[config.mk]
export PLATFORM = sky130hd
export DESIGN_NAME = bist_sweep_ctrl
export DESIGN_NICKNAME = d
export VERILOG_FILES = /design/src/rtl/bist_sweep_ctrl.sv
export SDC_FILE = /design/constraint.sdc
export NUM_CORES = 1
export LEC_CHECK = 0
export ABC_AREA = 1
export CAP_MARGIN = 25
export CELL_PAD_IN_SITES_DETAIL_PLACEMENT = 0
export CELL_PAD_IN_SITES_GLOBAL_PLACEMENT = 2
export CORE_AREA = 2 2 98 72
export CTS_BUF_LIST = sky130_fd_sc_hd__clkbuf_2
export DETAILED_ROUTE_END_ITERATION = 7
export DIE_AREA = 0 0 100 74
export PLACE_DENSITY = 0.82
export SLEW_MARGIN = 20
export SYNTH_ARGS = -nofsm -noshare
export SYNTH_HDL_FRONTEND = slang
export SYNTH_SLANG_ARGS = --single-unit
[constraint.sdc]
create_clock -name clk -period 2.2 [get_ports clk]
set_input_delay 0.55 -clock clk [delete_from_list [all_inputs] [get_ports clk]]
set_output_delay 0.55 -clock clk [all_outputs]
set_load 0.1 [all_outputs]
[src/rtl/bist_sweep_ctrl.sv]
// bist_sweep_ctrl: exhaustive-sweep BIST controller.
// Drives every input pattern onto a small combinational CUT and waits SETTLE
// cycles per pattern. The CUT response is then folded into a MISR. At the end
// of the sweep the signature is compared against a supplied golden value.
module bist_sweep_ctrl #(
    parameter int                NUM_IN  = 5,
    parameter int                NUM_OUT = 2,
    parameter int                SIG_W   = 16,
    parameter logic [SIG_W-1:0]  POLY    = 16'h1021,
    parameter int                SETTLE  = 1
) (
    input  logic               clk,
    input  logic               rst,
    input  logic               start,
    input  logic               abort,
    output logic [NUM_IN-1:0]  cut_in,
    input  logic [NUM_OUT-1:0] cut_out,
    input  logic [SIG_W-1:0]   golden,
    output logic               busy,
    output logic               done,
    output logic [SIG_W-1:0]   signature,
    output logic               pass
);

    typedef enum logic [1:0] {
        S_IDLE,
        S_WAIT,
        S_CAPTURE,
        S_DONE
    } state_t;

    localparam logic [NUM_IN-1:0] PAT_LAST = '1;
    localparam logic [3:0]        SET_LAST = 4'(SETTLE - 1);

    state_t              state_q;
    logic [NUM_IN-1:0]   pat_q;
    logic [3:0]          set_q;
    logic [SIG_W-1:0]    sig_q;
    logic [SIG_W-1:0]    sig_d;
    logic [SIG_W-1:0]    cut_ext;
    logic                pass_q;
    logic                done_q;
    logic                busy_q;
    logic [NUM_IN-1:0]   cut_in_q;

    // Next MISR value: shift, fold back the polynomial, then mix in the CUT response.
    always_comb begin
        cut_ext                = '0;
        cut_ext[NUM_OUT-1:0]   = cut_out;
        sig_d = {sig_q[SIG_W-2:0], 1'b0} ^ (sig_q[SIG_W-1] ? POLY : '0) ^ cut_ext;
    end

    // Sweep FSM with all outputs registered; abort wins over every other transition.
    // NOTE: state uses non-blocking assignments so every register samples pre-edge values.
    always_ff @(posedge clk or posedge rst) begin
        if (rst) begin
            state_q  <= S_IDLE;
            pat_q    <= '0;
            set_q    <= '0;
            sig_q    <= '0;
            pass_q   <= 1'b0;
            done_q   <= 1'b0;
            busy_q   <= 1'b0;
            cut_in_q <= '0;
        end else begin
            done_q <= 1'b0;
            if (abort && state_q != S_IDLE) begin
                state_q  <= S_IDLE;
                pat_q    <= '0;
                set_q    <= '0;
                sig_q    <= '0;
                pass_q   <= 1'b0;
                busy_q   <= 1'b0;
                cut_in_q <= '0;
            end else begin
                case (state_q)
                    S_IDLE: begin
                        if (start && !abort) begin
                            pat_q    <= '0;
                            set_q    <= '0;
                            sig_q    <= '0;
                            pass_q   <= 1'b0;
                            busy_q   <= 1'b1;
                            cut_in_q <= '0;
                            state_q  <= S_WAIT;
                        end
                    end
                    S_WAIT: begin
                        set_q <= set_q + 4'd1;
                        if (set_q == SET_LAST) begin
                            state_q <= S_CAPTURE;
                        end
                    end
                    S_CAPTURE: begin
                        sig_q <= sig_d;
                        if (pat_q == PAT_LAST) begin
                            busy_q   <= 1'b0;
                            done_q   <= 1'b1;
                            cut_in_q <= '0;
                            state_q  <= S_DONE;
                        end else begin
                            pat_q    <= pat_q + 1'b1;
                            cut_in_q <= pat_q + 1'b1;
                            set_q    <= '0;
                            state_q  <= S_WAIT;
                        end
                    end
                    S_DONE: begin
                        pass_q  <= (sig_q == golden);
                        state_q <= S_IDLE;
                    end
                    default: begin
                        state_q <= S_IDLE;
                    end
                endcase
            end
        end
    end

    assign cut_in    = cut_in_q;
    assign busy      = busy_q;
    assign done      = done_q;
    assign signature = sig_q;
    assign pass      = pass_q;

endmodule

# Word level (Yosys, flattened, before mapping)
# Cells that the tools add are included.
[classes]
n_reduce_logical = 15
n_div = 0
order_cmp = 0
n_mul = 0
mux = 30
bitwise = 2
eq_ne = 9
addsub = 2
n_shift = 0
[ops]
columns = ["operator", "n"]
rows = [
  ["two-way mux 16 bit", 2],
  ["one-hot mux 16 bit (2 select lines)", 1],
  ["two-way mux 5 bit", 5],
  ["one-hot mux 5 bit (2 select lines)", 2],
  ["== test 16 bit", 1],
  ["bitwise XOR 16 x 13 -> 16 bit", 1],
  ["bitwise XOR 16 x 2 -> 16 bit", 1],
  ["two-way mux 13 bit", 1],
  ["two-way mux 4 bit", 3],
  ["!= test 3 bit (second input constant)", 4],
  ["one-hot mux 4 bit (3 select lines)", 1],
  ["AND reduction 3 bit", 3],
  ["two-way mux 1 bit", 8],
  ["two-way mux 2 bit", 4],
  ["one-hot mux 2 bit (4 select lines)", 1],
  ["AND reduction 2 bit", 3],
  ["nonzero test 3 bit", 2],
  ["adder 5 x 1 -> 5 bit (second input constant)", 1],
  ["== test 5 bit (second input constant)", 1],
  ["adder 4 x 1 -> 4 bit (second input constant)", 1],
  ["== test 2 bit (second input constant)", 2],
  ["zero test 4 bit", 1],
  ["one-hot mux 1 bit (2 select lines)", 2],
  ["nonzero test 4 bit", 1],
  ["other kinds (5)", 6],
]
[totals]
input_bits = 22
rom_bits = 0
ramBits = 0
latchBits = 0
memories = 0
reg_bits = 35
wordCells = 66

# Depth between registers and ports, before layout
# Gate-level depths: netlist of run 1.
[logic_depth]
depth_word = 5
depth_mapped = 9
depth_no_buf = 9

# Worst setup path after synthesis of run 1
# OpenSTA, ideal clock, no wires.
[synth_path]
path_type = "reg2reg"
from = "reg sig_q[15] (netlist: signature[15])"
to = "reg pass_q (netlist: pass)"
t_arrival_ns = 1.672
t_required_ns = 2.131
setup_ns = 0.069
n_path_buf = 1
path_stages_with_launch = 10
setup_slack_ns = 0.458
path_cell_list = "dfrtp_1 clkbuf_2 inv_1 nand2_1 nand2_1 nor2_1 nand3_1 nor2_1 nand2_1 nand2_1"
[synth_between]
elab_chain_cells = 3
[synth_rtl]
columns = ["item", "line", "rtl"]
rows = [
  ["from (decl)", "38", "logic [SIG_W-1:0] sig_q;"],
  ["from (signal assigned)", "95", "sig_q <= sig_d;"],
  ["== test 16 bit", "109", "pass_q <= (sig_q == golden);"],
  ["one-hot mux 1 bit (2 select lines)", "76", "case (state_q)"],
  ["two-way mux 1 bit", "67", "if (abort && state_q != S_IDLE) begin"],
  ["to (signal assigned)", "109", ""],
  ["to (decl)", "41", "logic pass_q;"],
]
# No other way between the ends.
# A chain may end at the register's enable or synchronous reset.

# Worst setup path in the final report of run 1
[layout_path]
from = "reg pat_q[0]"
to = "reg set_q[1]"
[layout_between]
elab_chain_cells = 3
[layout_rtl]
columns = ["item", "line", "rtl"]
rows = [
  ["from (decl)", "36", "logic [NUM_IN-1:0] pat_q;"],
  ["from (signal assigned)", "102", "pat_q <= pat_q + 1'b1;"],
  ["== test 5 bit", "96", "if (pat_q == PAT_LAST) begin"],
  ["!= test 3 bit (no source line)", "--", ""],
  ["AND reduction 3 bit (no source line)", "--", ""],
  ["to (signal assigned)", "89", "set_q <= set_q + 4'd1;"],
  ["to (decl)", "37", "logic [3:0] set_q;"],
]
# No other way between the ends.

==> results by group, run 1 <==
Status
  – Run status: completed

Job
  – Maxcap violations: 0

Place
  – PortBufs: between 40 and 50
  – Routability cong.: between 0.7 and 0.8
  – HPWL after detailed placement: about 3400 µm
  – DP Cell Count: between 300 and 400

Global routing
  – Initial antenna violation count: 0
  – GRT Util Overall: between 10% and 20%
  – Global-route wire length before repair: around 7300 µm
  – GRT overflow: 0
  – Vias in the first global route: 1454
  – Pin count of the biggest net entering global routing: 36

Floorplanning
  – DIE HEIGHT: 74 µm
  – Die span in x: about 100 µm
  – Row cnt: 25
  – DIE AREA: 0.007400 mm²
  – I/O pin cnt: 46
  – Core area: about 0.0065 mm²
  – Initial core utilization: 27.98%

Detailed routing
  – Residual DRC count: 0
  – Vias per inst: 4.323
  – Iter 0 DRT Violations: 108
  – WL final: approximately 4400 µm
  – Routed len/inst: around 13 µm
  – Remaining antenna violation count: 0
  – Routed vias: about 1.5k
  – First-pass DRT Iterations: 4

Logic synthesis
  – Post-synth EDFFs: 0
  – Ys flop type: dfrtp_1
  – Mapped Cells: 217
  – Synthesized Nets: 244
  – FF+latch count, synth: 35
  – Unique masters post-synth: 28
  – Syn Std Cell Area: 0.001820 mm²
  – Ys async rst share: between 90% and 100%
  – Synthesized area per cell: 8.389 µm²
  – Warnings from Yosys: 0
  – Register area share after synthesis: between 40% and 50%

CTS
  – Resized Gates After CTS: 0
  – Max H-tree Level: 2
  – Clock sink count: 35
  – Clk slew on worst S/H paths: about 0.22 ns
  – CTS Buffer Depth: 2
  – Cts hold-fix bufs: 0
  – # Post-CTS Setup Buffers: 0
  – Total CTS buffers: 5
  – CTS tree: done
  – Clk Latency, worst-skew pair: 0.40 ns
  – Root buffer cell: clkbuf_2

Worst hold path
  – Hold Crit Class: primary input to asynchronous set/reset pin

Power
  – Pwr per Cell Area: between 700 and 800 mW/mm²
  – Leak pwr: 1.198 nW
  – Worst vdd ir: roughly 0.00026 V
  – Total power: around 1.9 mW

Critical path
  – Critical Path End Type: flip-flop
  – Startpoint types: flip-flop
  – CP required: 2.50 ns
  – R2r setup slk: about 0.41 ns
  – RR Startpoint: pat_q[0]$_DFFE_PP0P_
  – Slowest stage cell, crit path: dfrtp_1
  – Worst path cell trace: ha_1, and3_1, ha_1, nand3_1, nand3_1, a21oi_1, a21oi_1
  – Worst Reg-to-Reg Cells: 7
  – CP max stage delay: 0.48 ns
  – CP Max Fanout: 5
  – Crit path kind: flip-flop to flip-flop
  – Worst EP arrival: around 2.1 ns
  – Family with the most delay on the worst path: simple AND/OR/NAND/NOR gates
  – RR Endpoint: set_q[1]$_DFFE_PP0P_
  – Buf/Inv on CP: 0

Timing
  – Clk_skew: 0.02253 ns
  – Least-Margin Pin Slew: 0.4694 ns
  – Final worst-path cycle share: around four fifths
  – Fin Hold WS: between 0.5 and 0.6 ns
  – Final Max Tran Viols: 0
  – Max frequency: approximately 560 MHz
  – Minimum clock period: 1.787 ns
  – Final setup fails: 0
  – Setup tns final: 0 ns
  – Worst slew margin relative to its limit: ~70%
  – Unrepaired setup endpoints after global routing: no
  – Final hold viol count: 0

Final layout
  – Layout cells sized above 1: a little under a fifth
  – Leading cell types in the layout, fill and taps excluded: nand2_1, dfrtp_1, inv_1
  – Finished Core Util: between 30 and 40%
  – Area Overhead vs Synth: 32.44%
  – Commonest non-fill, non-tap cell in the layout: nand2_1
  – Final #Nets: between 200 and 300
  – ANT cells: 0
  – Finished Layout Cells: between 300 and 400
-- through the flow --
step                cell area [µm²]  worst slack, ns
global placement               2318           0.2723
finish                         2411           0.4133
global route                   2411           0.2861
CTS                            2411           0.3977
detailed placement             2318           0.2758
floorplan                      1821           0.4582
-- state kept, by name, indices dropped and copies added, names as in the netlist --
register and count:
busy 1, done 1, pass 1, set_q 4, cut_in 5, state_q 2, pat_q 5, signature 16
-- worst register-to-register path, stage by stage (launching register included) --
cell     delay (ns)
dfrtp_1        0.48
ha_1           0.24
and3_1         0.21
ha_1           0.22
nand3_1        0.13
nand3_1        0.18
a21oi_1        0.17
a21oi_1        0.06
-- final cells by class --
type | count | area [µm²]
clock buffers | 5 | 25.02
flip-flops and latches | 35 | 875.8
fillers | 672 | 4095
well taps | 81 | 101.3
repair buffers | 47 | 417.9
inverters | 39 | 146.4
clock inverters | 3 | 67.56
multi-input cells | 140 | 777.0
-- worst max path at each step --
stage	start	end	cells past startpoint	slack, ns
after floorplan	signature[15]$_DFFE_PP0P_	pass$_DFFE_PP0P_	9	0.46
after global placement	abort	signature[8]$_DFFE_PP0P_	6	0.27
after detailed placement	abort	signature[14]$_DFFE_PP0P_	6	0.28
after CTS	signature[0]$_DFFE_PP0P_	signature[0]	1	0.40
after global routing	pat_q[0]$_DFFE_PP0P_	set_q[1]$_DFFE_PP0P_	7	0.29
final	pat_q[0]$_DFFE_PP0P_	set_q[1]$_DFFE_PP0P_	7	0.41
-- cell usage after synthesis, types with 2 or more instances --
cell type  count  share of area, %
nand2_1       51                11
dfrtp_1       35                48
inv_1         34               7.0
nor2_1        13               2.7
nand3_1       12               3.3
o21ai_1       10               2.7
o22ai_1       10               3.4
xnor2_1        7               3.4
o21ai_0        6               1.6
a21oi_1        5               1.4
ha_1           5               3.4
inv_2          5               1.0
o22ai_2        4               2.7
xor2_1         4               1.9
nand4_1        2              0.69
nor2_2         2              0.69
-- power by group --
group | switching (mW) | total (mW) | internal [mW]
Combinational | 0.429 | 0.613 | 0.184
Clock | 0.240 | 0.546 | 0.305
Sequential | 0.0586 | 0.758 | 0.699
-- layer usage --
metal,up-vias,global-route usage (%),part of all wire [%]
li1,799,-,-
met1,682,20.20,57
met2,27,16.67,37
met3,5,4.135,4.7
met4,0,2.740,0.75
met5,-,0,0
-- cell families (layout without fill, tap and decap cells) --
family	count (synthesis)	after routing	synth area share, %
and+or+nand+nor	85	85	20.07
DFF	35	35	48.11
buffers and inverters	42	94	9.209
adders and majority gates	5	5	3.436
AOI/OAI and AO/OA	38	38	13.33
xor gates and xnor gates	11	11	5.292
muxes	1	1	0.5499
Note: power is estimated with default switching activity, not from simulation.
==> run 2: changes to the inputs <==
Clock period 2.2 ns to 1.7 ns, I/O delays scaled along.
==> results by group, run 2 (synthesized netlist as in run 1, its figures left out) <==
Status
  – Run status: completed

CTS
  – Resized Gates After CTS: 0 (unchanged)
  – Clk slew on worst S/H paths: 0.21 ns (about the same)
  – Clk Latency, worst-skew pair: 0.39 ns (about the same)
  – Total CTS buffers: 5 (unchanged)
  – Clock sink count: 35 (unchanged)
  – Root buffer cell: clkbuf_2
  – # Post-CTS Setup Buffers: 0 (unchanged)
  – Max H-tree Level: 2 (unchanged)
  – CTS tree: done
  – Cts hold-fix bufs: 0 (unchanged)
  – CTS Buffer Depth: 2 (unchanged)

Place
  – Routability cong.: 0.7668 (+2.9%)
  – HPWL after detailed placement: 3562 µm (+5.8%)
  – Pre-CTS setup slack: -0.07280 ns (-0.3486 ns)
  – Placed cell area: 0.002685 mm² (+16%)
  – PortBufs: 45 (unchanged)
  – DP Cell Count: 349 (+2.0%)

Power
  – Leak pwr: 1.284 nW (+7.1%)
  – Pwr per Cell Area: 849.5 mW/mm² (+6.9%)
  – Worst vdd ir: 0.0005339 V (+100%)

Floorplanning
  – Initial core utilization: 27.98% (unchanged)
  – Die span in x: 100 µm (unchanged)
  – DIE HEIGHT: 74 µm (unchanged)
  – I/O pin cnt: 46 (unchanged)
  – DIE AREA: 0.007400 mm² (unchanged)
  – Row cnt: 25 (unchanged)
  – Core area: 0.006506 mm² (unchanged)

Final layout
  – Area occupied by multi-input gates: 792.0 µm² (+1.9%)
  – Layout cells sized above 1: 22.10% (+3.9 points)
  – Area Overhead vs Synth: 50.79%
  – Max reg flops: 16 (unchanged)
  – Commonest non-fill, non-tap cell in the layout: nand2_1
  – Register cell area after layout: 877.1 µm² (+0.14%)
  – Finished Layout Cells: 357 (+2.0%)
  – Fillers: 670 (-0.30%)
  – ANT cells: 0 (unchanged)
  – Final #Nets: 302 (+2.4%)
  – Leading cell types in the layout, fill and taps excluded: nand2_1, inv_1, dfrtp_1
  – Final Cell Area: 0.002745 mm² (+14%)

Critical path
  – Family with the most delay on the worst path: simple AND/OR/NAND/NOR gates
  – Startpoint types: flip-flop
  – Buf/Inv on CP: 1 (+1)
  – Crit path kind: flip-flop to flip-flop
  – CP max stage delay: 0.45 ns (-0.03 ns)
  – CP Max Fanout: 3 (-2)
  – Slowest stage cell, crit path: dfrtp_1
  – CP required: 2.01 ns (-0.49 ns)
  – Critical Path End Type: flip-flop
  – Worst path cell trace: ha_1, and3_1, ha_2, nand3_2, inv_2, nor2_4, nand2_2, mux2i_1
  – Worst EP arrival: 1.92 ns (-0.16 ns)

Detailed routing
  – Residual DRC count: 0 (unchanged)
  – Remaining antenna violation count: 0 (unchanged)
  – Vias per inst: 4.451 (+3.0%)
  – Iter 0 DRT Violations: 65 (-40%)
  – Routed vias: 1589 (+5.0%)
  – First-pass DRT Iterations: 4 (unchanged)
  – WL final: 4624 µm (+4.7%)
  – Routed len/inst: 12.95 µm (+2.7%)

Timing
  – Final hold viol count: 0 (unchanged)
  – Least-Margin Pin Slew: 0.2820 ns (-0.1873 ns)
  – Max frequency: 619.0 MHz (+11%)
  – Minimum clock period: 1.615 ns (-0.1712 ns)
  – Final worst-path cycle share: 95.03% (+14 points)
  – Worst slew margin relative to its limit: 81.17% (+12 points)
  – Clk_skew: 0.02788 ns (+0.005347 ns)
  – Unrepaired setup endpoints after global routing: no
  – Final setup fails: 0 (unchanged)
  – Final Max Tran Viols: 0 (unchanged)
  – Setup ws final: 0.08453 ns (-0.3288 ns)

Global routing
  – Vias in the first global route: 1618 (+11%)
  – GRT Util Overall: 13.64% (+0.87 points)
  – Global-route wire length before repair: 7810 µm (+6.9%)
  – Initial antenna violation count: 0 (unchanged)
  – Pin count of the biggest net entering global routing: 36 (unchanged)
  – GRT overflow: 0 (unchanged)

Worst hold path
  – Hold Crit Class: primary input to asynchronous set/reset pin

Job
  – Maxcap violations: 0 (unchanged)
==> run 2: worst paths after layout <==
path,endpoint,depth (start not counted),slack [ns],from
worst max-delay path,pat_q[0]$_DFFE_PP0P_,8,0.08,pat_q[1]$_DFFE_PP0P_
worst min-delay path,busy$_DFFE_PP0P_,3,0.34,rst
worst max register to register,pat_q[0]$_DFFE_PP0P_,8,0.08,pat_q[1]$_DFFE_PP0P_
worst min register to register,cut_in[4]$_DFFE_PP0P_,2,0.56,cut_in[4]$_DFFE_PP0P_
max in group asynchronous,signature[15]$_DFFE_PP0P_,3,1.14,rst
min in group clk,cut_in[4]$_DFFE_PP0P_,2,0.56,cut_in[4]$_DFFE_PP0P_
==> run 2: routing by layer <==
layer  track usage (%)  vias to the layer above  routed length, µm
li1                  -                      804                  -
met1             19.00                      752               2329
met2             20.65                       27               2029
met3             4.229                        6                220
met4             4.110                        0                 45
met5                 0                        -                  0
==> run 2: report_power, final <==
group	internal [mW]	leakage [nW]	switching [mW]
registers	0.904	0.480	0.0887
clock network	0.0975	0.0250	0.305
logic	0.350	0.778	0.587
total	1.35	1.28	0.980
==> run 2: final cells by class <==
cell class	count	area share, %
clock inverters	3	0.7293
inverters	39	5.333
repair buffers	54	28.53
multi-input cells	140	28.85
well taps	81	3.692
flip-flops and latches	35	31.95
clock buffers	5	0.9116
==> run 2: worst register-to-register path, delay by kind of cell, from the launching register on <==
family,cells,cell delay (ns)
and+or+nand+nor,4,0.50
DFF,1,0.45
adders and majority gates,2,0.41
muxes,1,0.13
buffers and inverters,1,0.06
==> run 2: metrics by stage <==
| stage | utilization (%) | setup TNS [ns] | power, mW | hold slack (ns) |
|---|---|---|---|---|
| floorplan | - | 0 | 1.603 | 0.4838 |
| global placement | 41.27 | -0.3776 | 1.930 | 0.5207 |
| detailed placement | 41.27 | -1.030 | 1.939 | 0.5244 |
| CTS | 41.96 | 0 | 2.358 | 0.3132 |
| global route | 42.19 | 0 | 2.503 | 0.3248 |
| finish | 42.19 | 0 | 2.332 | 0.3410 |
==> run 3: changes to the inputs <==
Settings changed: CTS_CLUSTER_DIAMETER from default to 80.
==> results of run 3 <==
Same layout as run 2: the final DEF is identical, and so are final timing and power.
